==> src/rtl/rom_weight_loader.sv <==
// Streams weight words into a bank of per-neuron ROM write ports, neuron by neuron.
// Optional LOADER_CHECKSUM_EN adds a 16-bit running sum of accepted words on checksum_o.
module rom_weight_loader #(
    parameter int depth       = 3,
    parameter int width       = 8,
    parameter int WORDS       = 8,
    parameter int NUM_NEURONS = 4
) (
    input  logic                   clk_i,
    input  logic                   reset_i,
    input  logic                   start_i,
    input  logic                   valid_i,
    input  logic [width-1:0]       data_i,
    output logic                   ready_o,
    output logic [depth-1:0]       addr_o,
    output logic [width-1:0]       data_o,
    output logic [NUM_NEURONS-1:0] wen_o,
    output logic                   busy_o,
    output logic                   done_o
`ifdef LOADER_CHECKSUM_EN
    ,
    output logic [15:0]            checksum_o
`endif
);

    localparam int NW = (NUM_NEURONS > 1) ? $clog2(NUM_NEURONS) : 1;
    localparam logic [depth-1:0] LAST_WORD   = depth'(WORDS - 1);
    localparam logic [NW-1:0]    LAST_NEURON = NW'(NUM_NEURONS - 1);

    typedef enum logic [1:0] {
        ST_IDLE = 2'd0,
        ST_LOAD = 2'd1,
        ST_DONE = 2'd2
    } state_t;

    state_t            state_r;
    state_t            state_next_s;
    logic [depth-1:0]  word_cnt_r;
    logic [NW-1:0]     neuron_cnt_r;
    logic              hs_s;
    logic              clear_s;
    logic              last_word_s;
    logic              last_neuron_s;

    // Decode a neuron index into its write-enable lane.
    function automatic logic [NUM_NEURONS-1:0] onehot(input logic [NW-1:0] idx);
        logic [NUM_NEURONS-1:0] v;
        v = '0;
        for (int n = 0; n < NUM_NEURONS; n++) begin
            v[n] = (idx == NW'(n));
        end
        return v;
    endfunction

    assign ready_o       = (state_r == ST_LOAD);
    assign busy_o        = (state_r == ST_LOAD);
    assign done_o        = (state_r == ST_DONE);
    assign hs_s          = valid_i & ready_o;
    assign clear_s       = start_i & (state_r != ST_LOAD);
    assign last_word_s   = (word_cnt_r == LAST_WORD);
    assign last_neuron_s = (neuron_cnt_r == LAST_NEURON);

    // State register.
    always_ff @(posedge clk_i) begin
        if (reset_i) begin
            state_r <= ST_IDLE;
        end else begin
            state_r <= state_next_s;
        end
    end

    // Next-state decode; start_i only matters outside LOAD.
    always_comb begin
        state_next_s = state_r;
        case (state_r)
            ST_IDLE: begin
                if (start_i) begin
                    state_next_s = ST_LOAD;
                end else begin
                    state_next_s = ST_IDLE;
                end
            end
            ST_LOAD: begin
                if (hs_s && last_word_s && last_neuron_s) begin
                    state_next_s = ST_DONE;
                end else begin
                    state_next_s = ST_LOAD;
                end
            end
            ST_DONE: begin
                if (start_i) begin
                    state_next_s = ST_LOAD;
                end else begin
                    state_next_s = ST_DONE;
                end
            end
            default: begin
                state_next_s = ST_IDLE;
            end
        endcase
    end

    // Word/neuron counters: word wraps into the next neuron with no bubble.
    always_ff @(posedge clk_i) begin
        if (reset_i) begin
            word_cnt_r   <= '0;
            neuron_cnt_r <= '0;
        end else if (clear_s) begin
            word_cnt_r   <= '0;
            neuron_cnt_r <= '0;
        end else if (hs_s) begin
            if (last_word_s) begin
                word_cnt_r <= '0;
                if (last_neuron_s) begin
                    neuron_cnt_r <= '0;
                end else begin
                    neuron_cnt_r <= neuron_cnt_r + NW'(1);
                end
            end else begin
                word_cnt_r <= word_cnt_r + depth'(1);
            end
        end else begin
            word_cnt_r   <= word_cnt_r;
            neuron_cnt_r <= neuron_cnt_r;
        end
    end

    // Write port: one registered write per handshake; address/data hold when idle.
    always_ff @(posedge clk_i) begin
        if (reset_i) begin
            addr_o <= '0;
            data_o <= '0;
            wen_o  <= '0;
        end else if (hs_s) begin
            addr_o <= word_cnt_r;
            data_o <= data_i;
            wen_o  <= onehot(neuron_cnt_r);
        end else begin
            addr_o <= addr_o;
            data_o <= data_o;
            wen_o  <= '0;
        end
    end

`ifdef LOADER_CHECKSUM_EN
    logic [15:0] checksum_r;

    // Running sum of accepted words, restarted on every LOAD entry.
    always_ff @(posedge clk_i) begin
        if (reset_i) begin
            checksum_r <= 16'd0;
        end else if (clear_s) begin
            checksum_r <= 16'd0;
        end else if (hs_s) begin
            checksum_r <= checksum_r + 16'(data_i);
        end else begin
            checksum_r <= checksum_r;
        end
    end

    assign checksum_o = checksum_r;
`endif

endmodule

==> config.mk <==
export PLATFORM = sky130hd
export DESIGN_NAME = rom_weight_loader
export DESIGN_NICKNAME = d
export VERILOG_FILES = /design/src/rtl/rom_weight_loader.sv
export SDC_FILE = /design/constraint.sdc
export NUM_CORES = 1
export LEC_CHECK = 0
export CAP_MARGIN = 10
export CORE_MARGIN = 10
export CORE_UTILIZATION = 55
export CTS_BUF_LIST = sky130_fd_sc_hd__clkbuf_4
export DETAILED_ROUTE_END_ITERATION = 6
export DONT_BUFFER_PORTS = 1
export PLACE_DENSITY = 0.8
export RECOVER_POWER = 25
export SLEW_MARGIN = 20
export SYNTH_ARGS = -nofsm -noshare
export SYNTH_HDL_FRONTEND = slang
export SYNTH_SLANG_ARGS = --single-unit
==> constraint.sdc <==
create_clock -name clk_i -period 4.1 [get_ports clk_i]
set_input_delay 0.82 -clock clk_i [delete_from_list [all_inputs] [get_ports clk_i]]
set_output_delay 0.82 -clock clk_i [all_outputs]
set_load 0.005 [all_outputs]
== Yosys cells after proc, flatten, opt, wreduce, memory -nomap -nowiden ==
Cells that the tools add are included.

* Add/sub/neg operators: 2
* Muxes and demuxes: 6
* Equal/unequal tests: 7
* Reductions and logical operators: 7
* Bitwise logic cells: 3

{| class="wikitable"
|+ Operator list
! cell !! count
|-
| $eq A2 B2 Y1 const B || 3
|-
| $mux W2 || 3
|-
| $pmux W2 S3 || 1
|-
| $eq A2 B1 Y1 const B || 2
|-
| $logic_not A2 Y1 || 2
|-
| $reduce_or A2 Y1 || 2
|-
| $add A3 B1 Y3 const B || 1
|-
| $eq A3 B3 Y1 const B || 1
|-
| $mux W3 || 1
|-
| $add A2 B1 Y2 const B || 1
|-
| $and A1 B1 Y1 || 2
|-
| $logic_and A1 B1 Y1 || 2
|-
| $ne A2 B1 Y1 const B || 1
|-
| $reduce_and A2 Y1 || 1
|-
| $mux W1 || 1
|-
| $not A1 Y1 || 1
|}

* Word-level logic and storage cells: 31
* Bits of input ports: 12
* Register bits after elaboration: 22

== Depth between registers and ports, before layout ==
Gate-level depths: netlist of the first run.

* Depth in word-level cells: 6
* Mapped depth: 5
* Gate-level depth less buffers: 5

== Worst setup path after synthesis of the first run ==
No wires, ideal clock.

* Path type: reg-to-output
* Start: reg state_r[0]
* End: out ready_o
* Setup slack: 2.485 ns
* Buffers on the path: 1
* Stages on the path, launching flop included: 3
* Data required time: 3.280 ns
* Arrival: 0.795 ns
* Cells stage by stage: dfxtp_1 > nor2b_1 > buf_4

* Word-level cells in the longest chain between the ends: 1

{| class="wikitable"
|+ Ends and longest elaborated chain
! item !! RTL line !! text
|-
| start: declaration || 36 || <nowiki>state_t state_r;</nowiki>
|-
| start signal: assignment || 68 || <nowiki>state_r <= state_next_s;</nowiki>
|-
| $eq A2 B1 Y1 || -- ||
|-
| end: declaration || 14 || <nowiki>output logic ready_o,</nowiki>
|}

Every way passes these cells.

== Worst setup path in the final report of the first run ==
* Start: reg state_r[0]
* End: out busy_o

* Word-level cells in the longest chain between the ends: 1

{| class="wikitable"
|+ Ends and longest elaborated chain
! item !! RTL line !! text
|-
| $eq A2 B1 Y1 || 56 || <nowiki>assign busy_o = (state_r == ST_LOAD);</nowiki>
|-
| end: declaration || 18 || <nowiki>output logic busy_o,</nowiki>
|}

Every way passes these cells.

==> flow_metrics.env, run 1 <==
export IMPL_worst_endpoint_required_ps=3280
export IMPL_post_cts_setup_buffer_count=0
export IMPL_synthesis_area_per_instance_um2=8.78
export IMPL_clk_latency_ps=310
export IMPL_half_perimeter_wire_length_after_placement_um=1270
export IMPL_placedCellCount=110
export IMPL_port_buffers=0
export IMPL_layout_drive_gt1_share=0.0306
export IMPL_drt_pre_antenna_iters=4
export IMPL_fin_crit_sh=0.467
export IMPL_netlist_area_leader_share=0.506
export IMPL_timing_hold_worst_class="reg -> reg"
export IMPL_worst_pin_slew_ps=674
export IMPL_grt_usage=0.0974
export IMPL_floorplan_io_pins=30
export IMPL_synth_main_ff_cell="sky130_fd_sc_hd__dfxtp_1"
export IMPL_maxCapViolCount=0
export IMPL_grt_setup_unrepaired="false"
export IMPL_vias_per_cell=5.54
export IMPL_power_density_nw_per_um2=377
export IMPL_critPathArrivalTime_ps=1090
export IMPL_grt_overflow=0
export IMPL_horizontal_die_dimension_um=59.8
export IMPL_via_count=632
export IMPL_antenna_violating_nets_post_route=0
export IMPL_total_leakage_power_nw=0.334
export IMPL_tritoncts_num_sinks=22
export IMPL_yosysSeqAreaShare=0.506
export IMPL_timing_critical_path_slowest_stage_cell="sky130_fd_sc_hd__dfxtp_1"
export IMPL_worst_hold_path_num_cells=2
export IMPL_die_area_um2=3570
export IMPL_min_from="word_cnt_r[2]"
export IMPL_vdd_drop_max_v=0.000204
export IMPL_grt_pass1_vias=583
export IMPL_cts_clk_slew_worst_paths_ps=110
export IMPL_reg2reg_depth=3
export IMPL_antenna_cells=0
export IMPL_max_clock_path_buffers=2
export IMPL_worstSetupPathType="reg -> out"
export IMPL_synth_cell_type_count=22
export IMPL_cts_inserted_buffers=3
export IMPL_setup_viol=0
export IMPL_post_synth_top_area_cell="sky130_fd_sc_hd__dfxtp_1"
export IMPL_setup_tns_final_ps=0
export IMPL_ys_warnings_count=0
export IMPL_synth_seq_cells=22
export IMPL_hold_ep="addr_o[2]"
export IMPL_clk_root_buffer_cell="sky130_fd_sc_hd__clkbuf_4"
export IMPL_antenna_found_initial=0
export IMPL_critical_path_top_delay_family="flip-flops"
export IMPL_final_cells=114
export IMPL_die_height_um=59.8
export IMPL_syn_to_layout_area_delta_pct=2.01
export IMPL_crit_reg2reg_launch="state_r[0]"
export IMPL_crit_buf_inv=0
export IMPL_cts_tree="yes"
export IMPL_worst_slew_slack_as_a_fraction_of_its_limit=0.549
export IMPL_post_route_min_period_ps=1910
export IMPL_route_final_wire_length_um=1660
export IMPL_grt_max_degree=20
export IMPL_synth_top_cells_by_count="28 x sky130_fd_sc_hd__nand2_1, 22 x sky130_fd_sc_hd__dfxtp_1, 15 x sky130_fd_sc_hd__a21oi_1, 6 x sky130_fd_sc_hd__ha_1, 4 x sky130_fd_sc_hd__inv_1"
export IMPL_fmaxAchievable_mhz=522
export IMPL_post_cts_resized=0
export IMPL_detailedRoute_firstIterationViolations=10
export IMPL_placeableCoreArea_um2=1510
export IMPL_ys_top_cells_by_area="sky130_fd_sc_hd__dfxtp_1 51%, sky130_fd_sc_hd__nand2_1 12%, sky130_fd_sc_hd__a21oi_1 8.6%"
export IMPL_count_of_mapped_cells_out_of_synthesis=99
export IMPL_global_route_wire_length_before_repair_um=2620
export IMPL_cp_slowest_stage_delay_ps=430
export IMPL_run_status="finished clean"
export IMPL_cts_hold_buf=0
export IMPL_report_final_hold_viol_count=0
export IMPL_cts_max_level=1
export IMPL_synth_nets=117
export IMPL_num_nets_final=117
export IMPL_initial_core_util=0.577
export IMPL_rows=14
export IMPL_gp_routability_congestion=0.746
export IMPL_worst_case_clock_skew_ps=4.36
export IMPL_setup_slack_on_the_worst_flop_to_flop_path_ps=2490
export IMPL_worst_r2r_endpoint="word_cnt_r[0]"
export IMPL_synth_edff_count=0
export IMPL_synth_most_common_cell="sky130_fd_sc_hd__nand2_1"
export IMPL_ys_async_sr_fraction=0
export IMPL_worstPathCellList="nor2b_1"
export IMPL_worstPathMaxFanout=6
export IMPL_avgRoutedWirePerCell_um=14.5
export IMPL_drc=0
export IMPL_timing_critical_path_from_type="flop"
export IMPL_crit_path_end_kind="primary output"
export IMPL_synth_cell_area_um2=870
export IMPL_final_max_slew_violation_count=0
how the worst max path moves through the flow:
stage | startpoint | depth (start not counted) | endpoint | slack [ps]
finish | state_r[0] | 1 | busy_o | 2190
global route | state_r[0] | 1 | busy_o | 2070
CTS | state_r[0] | 1 | ready_o | 2150
detailed placement | valid_i | 3 | word_cnt_r[0] | 2380
global placement | valid_i | 3 | word_cnt_r[0] | 2420
floorplan | state_r[0] | 2 | ready_o | 2490
area by class of cell:
cell class	count	area [um2]
tap	16	20.0
clock inverter	1	3.75
sequential	22	440
inverter	4	15.0
clock buffer	3	22.5
fill	140	619
multi-input combinational	68	385
tightest hold or removal path: cells and delay by family (launching register included):
kind	cells	cell delay, ps
and+or+nand+nor	1	60
AOI/OAI and AO/OA	1	50
DFF	1	340
state kept, by name, indices dropped and copies added, names as in the netlist:
register	cells
data_o	8
wen_o	4
addr_o	3
word_cnt_r	3
neuron_cnt_r	2
state_r	2
cells in the final DEF (no fill, tap or decap), drive strengths merged:
master and count:
nand4b 1, nor3 1, nor2 3, nand2 28, nor3b 3, ha 6
clkinv 1, mux2i 1, a2bb2oi 2, dfxtp 22, or3 2, and3b 1
nand3 1, nor2b 1, and2b 1, a21oi 15, o21bai 1, inv 4
nand3b 1, clkbuf 3
metal layers:
| layer | GRT usage | share of wire | up-vias |
|---|---|---|---|
| met1 | 0.0886 | 0.38 | 286 |
| met2 | 0.160 | 0.48 | 19 |
| met5 | 0 | 0 | - |
| met4 | 0.0673 | 0.023 | 0 |
| li1 | - | - | 321 |
| met3 | 0.0551 | 0.11 | 6 |
per-stage QoR:
stage | power [mW] | setup WS, ps | instance area (um2) | hold slack, ps | util
CTS | 0.340 | 2150 | 891 | 478 | 0.591
global route | 0.354 | 2070 | 887 | 498 | 0.589
floorplan | 0.244 | 2490 | 870 | 449 | -
global placement | 0.243 | 2420 | 865 | 456 | 0.574
detailed placement | 0.244 | 2380 | 865 | 462 | 0.574
finish | 0.335 | 2190 | 887 | 472 | 0.589
kinds of logic after synthesis:
| logic type | after synthesis | synth area share |
|---|---|---|
| AO/OA/AOI/OAI | 18 | 0.115 |
| flip-flops | 22 | 0.506 |
| AND/OR/NAND/NOR | 43 | 0.235 |
| multiplexers | 1 | 0.0115 |
| buffers and inverters | 9 | 0.0460 |
| adder cells (fa/ha/maj) | 6 | 0.0863 |
where the power goes:
| part | leakage [nW] | switching [mW] | total [mW] | internal (mW) |
|---|---|---|---|---|
| sequential | 0.178 | 0.00410 | 0.223 | 0.219 |
| clock | 0.0154 | 0.0612 | 0.0968 | 0.0356 |
| combinational | 0.140 | 0.0100 | 0.0154 | 0.00537 |
No activity file was read; power rests on OpenSTA's default activity.
==> run 2, diff against run 1 <==
--- a/config.mk
+++ b/config.mk
@@ -11,7 +11,7 @@
 export CTS_BUF_LIST = sky130_fd_sc_hd__clkbuf_4
 export DETAILED_ROUTE_END_ITERATION = 6
 export DONT_BUFFER_PORTS = 1
-export PLACE_DENSITY = 0.8
+export PLACE_DENSITY = 0.83
 export RECOVER_POWER = 25
 export SLEW_MARGIN = 20
 export SYNTH_ARGS = -nofsm -noshare
==> constraint.sdc (replaced) <==
create_clock -name clk_i -period 1.6 [get_ports clk_i]
set_input_delay 0.32 -clock clk_i [delete_from_list [all_inputs] [get_ports clk_i]]
set_output_delay 0.32 -clock clk_i [all_outputs]
set_load 0.005 [all_outputs]
==> flow_metrics.env, run 2 (synthesized netlist as in run 1, its figures left out) <==
export IMPL_run_status="finished clean"
export IMPL_num_nets_final=119
export IMPL_grt_setup_unrepaired="false"
export IMPL_grt_pass1_vias=609
export IMPL_grt_overflow=0
export IMPL_initial_core_util=0.577
export IMPL_worstPathCellList="ha_1 -> ha_1 -> nand4b_1 -> or3_1 -> a21oi_1"
export IMPL_final_cells=116
export IMPL_worstSetupPathType="reg -> reg"
export IMPL_via_count=653
export IMPL_worst_pin_slew_ps=429
export IMPL_placeableCoreArea_um2=1510
export IMPL_grt_max_degree=19
export IMPL_timing_hold_worst_class="in -> reg"
export IMPL_met3_wirelength_um=195
export IMPL_setup_slack_on_the_worst_flop_to_flop_path_ps=180
export IMPL_power_density_nw_per_um2=942
export IMPL_largest_register_ff_count=8
export IMPL_half_perimeter_wire_length_after_placement_um=1340
export IMPL_setup_tns_final_ps=0
export IMPL_total_area_of_multi_input_combinational_cells_um2=389
export IMPL_maxCapViolCount=0
export IMPL_die_area_um2=3570
export IMPL_route_final_wire_length_um=1720
export IMPL_die_height_um=59.8
export IMPL_final_cell_mix="28 x sky130_fd_sc_hd__nand2_1, 22 x sky130_fd_sc_hd__dfxtp_1, 15 x sky130_fd_sc_hd__a21oi_1, 6 x sky130_fd_sc_hd__ha_1, 4 x sky130_fd_sc_hd__inv_1"
export IMPL_global_route_wire_length_before_repair_um=2720
export IMPL_clk_root_buffer_cell="sky130_fd_sc_hd__clkbuf_4"
export IMPL_critPathArrivalTime_ps=1650
export IMPL_horizontal_die_dimension_um=59.8
export IMPL_total_leakage_power_nw=0.344
export IMPL_antenna_violating_nets_post_route=0
export IMPL_layout_drive_gt1_share=0.0600
export IMPL_antenna_found_initial=0
export IMPL_worst_case_clock_skew_ps=1.04
export IMPL_cts_max_level=1
export IMPL_cts_hold_buf=0
export IMPL_timing_hold_ws_ps=81.9
export IMPL_avgRoutedWirePerCell_um=14.9
export IMPL_max_clock_path_buffers=2
export IMPL_worst_slew_slack_as_a_fraction_of_its_limit=0.714
export IMPL_critical_path_top_delay_family="simple AND/OR/NAND/NOR gates"
export IMPL_most_common_library_cell_in_the_layout_ignoring_fill_and_taps="sky130_fd_sc_hd__nand2_1"
export IMPL_antenna_cells=0
export IMPL_reg_top3="data_o x8, wen_o x4"
export IMPL_routed_metal_1_wire_length_um=623
export IMPL_largest_register="data_o"
export IMPL_drc=0
export IMPL_fmaxAchievable_mhz=703
export IMPL_timing_critical_path_from_type="flop"
export IMPL_port_buffers=0
export IMPL_design_power_total_mw=0.854
export IMPL_final_fill_count=137
export IMPL_cts_clk_slew_worst_paths_ps=110
export IMPL_gp_routability_congestion=0.830
export IMPL_cts_inserted_buffers=3
export IMPL_cp_slowest_stage_delay_ps=400
export IMPL_grt_usage=0.0954
export IMPL_floorplan_io_pins=30
export IMPL_crit_buf_inv=0
export IMPL_report_final_hold_viol_count=0
export IMPL_post_route_min_period_ps=1420
export IMPL_fin_crit_sh=0.889
export IMPL_cell_type_with_the_highest_occurrence_count_on_the_critical_path="sky130_fd_sc_hd__ha_1"
export IMPL_worst_endpoint_required_ps=1830
export IMPL_crit_path_end_kind="flop"
export IMPL_vias_per_cell=5.63
export IMPL_timing_critical_path_slowest_stage_cell="sky130_fd_sc_hd__dfxtp_1"
export IMPL_setup_viol=0
export IMPL_clk_latency_ps=290
export IMPL_drt_pre_antenna_iters=4
export IMPL_tritoncts_num_sinks=22
export IMPL_sequential_cell_area_um2=440
export IMPL_met2_length_um=889
export IMPL_final_max_slew_violation_count=0
export IMPL_syn_to_layout_area_delta_pct=4.17
export IMPL_placedCellCount=111
export IMPL_vdd_drop_max_v=0.000541
export IMPL_cts_tree="yes"
export IMPL_worstPathMaxFanout=4
export IMPL_rows=14
export IMPL_topRoutingLayerUsed="met4"
export IMPL_detailedRoute_firstIterationViolations=18
==> run 2: changes by cell type in the layout (fill, tap and decap cells not counted), sizes merged <==
cell  previous run  this run
buf              0         2
==> run 2: path summary, 6_finish.rpt <==
path / from / to / cells past startpoint
worst max-delay path: word_cnt_r[0] / neuron_cnt_r[0] / 5
worst min-delay path: reset_i / data_o[2] / 1
worst max register to register: word_cnt_r[0] / neuron_cnt_r[0] / 5
worst min register to register: data_o[6] / data_o[6] / 2
==> run 2: layout make-up <==
| class | instances | area share |
|---|---|---|
| flip-flops and latches | 22 | 0.486 |
| inverters | 4 | 0.0166 |
| multi-input cells | 68 | 0.430 |
| clock buffers | 3 | 0.0249 |
| repair buffers | 2 | 0.0166 |
| clock inverters | 1 | 0.00414 |
| well taps | 16 | 0.0221 |
==> run 2: power breakdown <==
group / internal [mW] / total, mW / switching (mW)
combinational: 0.0159 / 0.0423 / 0.0264
sequential: 0.560 / 0.571 / 0.0108
clock: 0.0905 / 0.240 / 0.150
total: 0.667 / 0.854 / 0.187
==> run 2: what timing repair did <==
item | CTS | global route
gates resized for setup | 0 | 0
endpoints found under the setup margin | 0 | 1
buffers inserted | 0 | 1
==> run 2: stage by stage <==
stage / setup WS (ps) / instance area (um2) / util
floorplan: 288 / 870 / -
global placement: 229 / 872 / 0.579
detailed placement: 92.3 / 872 / 0.579
CTS: 66.4 / 898 / 0.596
global route: 111 / 906 / 0.601
finish: 178 / 906 / 0.601
==> run 2: routing by layer <==
layer	vias up	global-route usage
met3	2	0.0572
met2	17	0.160
met5	-	0
met4	0	0.0321
met1	307	0.0951
li1	327	-
==> run 2: worst register-to-register path, stage by stage, from the launching register on <==
cell and delay, ps:
sky130_fd_sc_hd__dfxtp_1 400, sky130_fd_sc_hd__ha_1 170, sky130_fd_sc_hd__ha_1 200, sky130_fd_sc_hd__nand4b_1 120
sky130_fd_sc_hd__or3_1 330, sky130_fd_sc_hd__a21oi_1 130
==> run 3, diff against run 2 <==
==> constraint.sdc (replaced) <==
create_clock -name clk_i -period 1.3 [get_ports clk_i]
set_input_delay 0.13 -clock clk_i [delete_from_list [all_inputs] [get_ports clk_i]]
set_output_delay 0.13 -clock clk_i [all_outputs]
set_load 0.005 [all_outputs]
==> flow_metrics.env, run 3 (synthesized netlist as in run 1, its figures left out) <==
export IMPL_post_route_min_period_ps=1280
export IMPL_finalCoreUtilization=0.719
export IMPL_setup_slack_on_the_worst_flop_to_flop_path_ps=20
export IMPL_vias_per_cell=5.44
export IMPL_cts_inserted_buffers=3
export IMPL_timing_critical_path_from_type="flop"
export IMPL_rows=14
export IMPL_clk_root_buffer_cell="sky130_fd_sc_hd__clkbuf_4"
export IMPL_run_status="finished clean"
export IMPL_cts_tree="yes"
export IMPL_global_route_wire_length_before_repair_um=3240
export IMPL_maxCapViolCount=0
export IMPL_vdd_drop_max_v=0.000839
export IMPL_port_buffers=0
export IMPL_layout_drive_gt1_share=0.142
export IMPL_setup_slack_placement_ps=-20.7
export IMPL_drc=0
export IMPL_total_leakage_power_nw=0.411
export IMPL_power_share_clock=0.396
export IMPL_horizontal_die_dimension_um=59.8
export IMPL_floorplan_io_pins=30
export IMPL_die_area_um2=3570
export IMPL_reg2reg_depth=5
export IMPL_global_route_usage_met2=0.201
export IMPL_grt_use_met1=0.120
export IMPL_drt_pre_antenna_iters=4
export IMPL_reg_top3="data_o x8, wen_o x4"
export IMPL_antenna_violating_nets_post_route=0
export IMPL_p_int_mw=1.05
export IMPL_cts_clk_slew_worst_paths_ps=130
export IMPL_grt_usage=0.115
export IMPL_route_final_wire_length_um=2030
export IMPL_power_density_nw_per_um2=1220
export IMPL_initial_core_util=0.577
export IMPL_worst_case_clock_skew_ps=6.09
export IMPL_tritoncts_num_sinks=22
export IMPL_gp_routability_congestion=0.816
export IMPL_worstSetupPathType="reg -> reg"
export IMPL_final_max_slew_violation_count=0
export IMPL_worst_slew_slack_as_a_fraction_of_its_limit=0.584
export IMPL_final_cell_mix="28 x sky130_fd_sc_hd__nand2_1, 19 x sky130_fd_sc_hd__dfxtp_1, 15 x sky130_fd_sc_hd__a21oi_1, 9 x sky130_fd_sc_hd__dlygate4sd3_1, 6 x sky130_fd_sc_hd__buf_4"
export IMPL_power_combinational_fraction=0.070
export IMPL_grt_max_degree=18
export IMPL_grt_setup_unrepaired="true"
export IMPL_worst_pin_slew_ps=622
export IMPL_avgRoutedWirePerCell_um=15.8
export IMPL_placeableCoreArea_um2=1510
export IMPL_gr_usage_met3=0.0508
export IMPL_grt_most_used_layer="met2"
export IMPL_swShare=0.207
export IMPL_antenna_found_initial=0
export IMPL_critical_path_startpoint="word_cnt_r[1]"
export IMPL_syn_to_layout_area_delta_pct=24.6
export IMPL_cts_max_level=1
export IMPL_timing_hold_worst_class="in -> reg"
export IMPL_crit_reg2reg_launch="word_cnt_r[1]"
export IMPL_critPathArrivalTime_ps=1530
export IMPL_grt_overflow=0
export IMPL_grt_pass1_vias=679
export IMPL_setup_viol=0
export IMPL_via_count=702
export IMPL_sw_pwr_mw=0.272
export IMPL_crit_path_end_kind="flop"
export IMPL_sequentialPowerShare=0.534
export IMPL_setup_worst_path_end="neuron_cnt_r[0]"
export IMPL_report_final_hold_viol_count=0
export IMPL_antenna_cells=0
export IMPL_worst_endpoint_required_ps=1550
export IMPL_largest_register_ff_count=8
export IMPL_worstPathMaxFanout=3
export IMPL_largest_register="data_o"
export IMPL_most_common_library_cell_in_the_layout_ignoring_fill_and_taps="sky130_fd_sc_hd__nand2_1"
export IMPL_half_perimeter_wire_length_after_placement_um=1370
export IMPL_clk_latency_ps=310
export IMPL_fin_crit_sh=0.982
export IMPL_detailedRoute_firstIterationViolations=36
export IMPL_num_nets_final=132
export IMPL_die_height_um=59.8
export IMPL_layout_setup_ws_ps=23.4
export IMPL_max_clock_path_buffers=2
export IMPL_setup_tns_final_ps=0
export IMPL_worst_r2r_endpoint="neuron_cnt_r[0]"
export IMPL_fmaxAchievable_mhz=783
run 3: per-layer routing:
layer,vias up,wire (um)
met5,-,0
met2,18,1100
li1,355,-
met1,327,749
met4,0,14
met3,2,171
run 3: worst max-delay path: stages, from the launching register on:
cell	delay [ps]
sky130_fd_sc_hd__dfxtp_2	380
sky130_fd_sc_hd__ha_4	140
sky130_fd_sc_hd__ha_4	130
sky130_fd_sc_hd__nand4b_1	130
sky130_fd_sc_hd__or3_1	320
sky130_fd_sc_hd__a21oi_1	120
run 3: worst min path at each step:
| stage | start | end | cells after the start |
|---|---|---|---|
| after detailed placement | reset_i | data_o[7] | 1 |
| after CTS | valid_i | wen_o[2] | 2 |
| final | valid_i | wen_o[3] | 2 |
| after floorplan | data_i[0] | data_o[0] | 2 |
| after global placement | reset_i | data_o[4] | 1 |
| after global routing | valid_i | wen_o[1] | 2 |
run 3: power by group through the flow:
stage	clock network (mW)	registers, mW	logic [mW]
after global placement	0	0.719	0.0573
after global routing	0.557	0.706	0.102
final	0.521	0.703	0.0926
after detailed placement	0	0.720	0.0599
after floorplan	0	0.716	0.0538
after CTS	0.525	0.703	0.0917
run 3: layout make-up:
type | instances | area, um2
Clock buffer | 3 | 22.5
Clock inverter | 1 | 30.0
Fill cell | 109 | 423
Inverter | 4 | 15.0
Multi-Input combinational cell | 68 | 414
Sequential cell | 22 | 447
Tap cell | 16 | 20.0
Timing Repair Buffer | 15 | 135
run 3: repair_timing:
| item | in CTS | in global routing |
|---|---|---|
| setup buffers | 1 | 1 |
| hold buffers | 9 | 0 |
| hold endpoints to repair | 17 | 0 |
| pin swaps | 0 | 3 |
| gates resized for setup | 1 | 1 |
| endpoints found under the setup margin | 1 | 5 |
run 3: through the flow:
stage	total power [mW]	hold WS [ps]	area (um2)	cells
after global placement	0.776	202	922	114
after detailed placement	0.780	203	922	114
after CTS	1.32	42.0	1070	128
after global routing	1.36	35.6	1080	129
after floorplan	0.770	266	897	99
final	1.32	34.0	1080	129
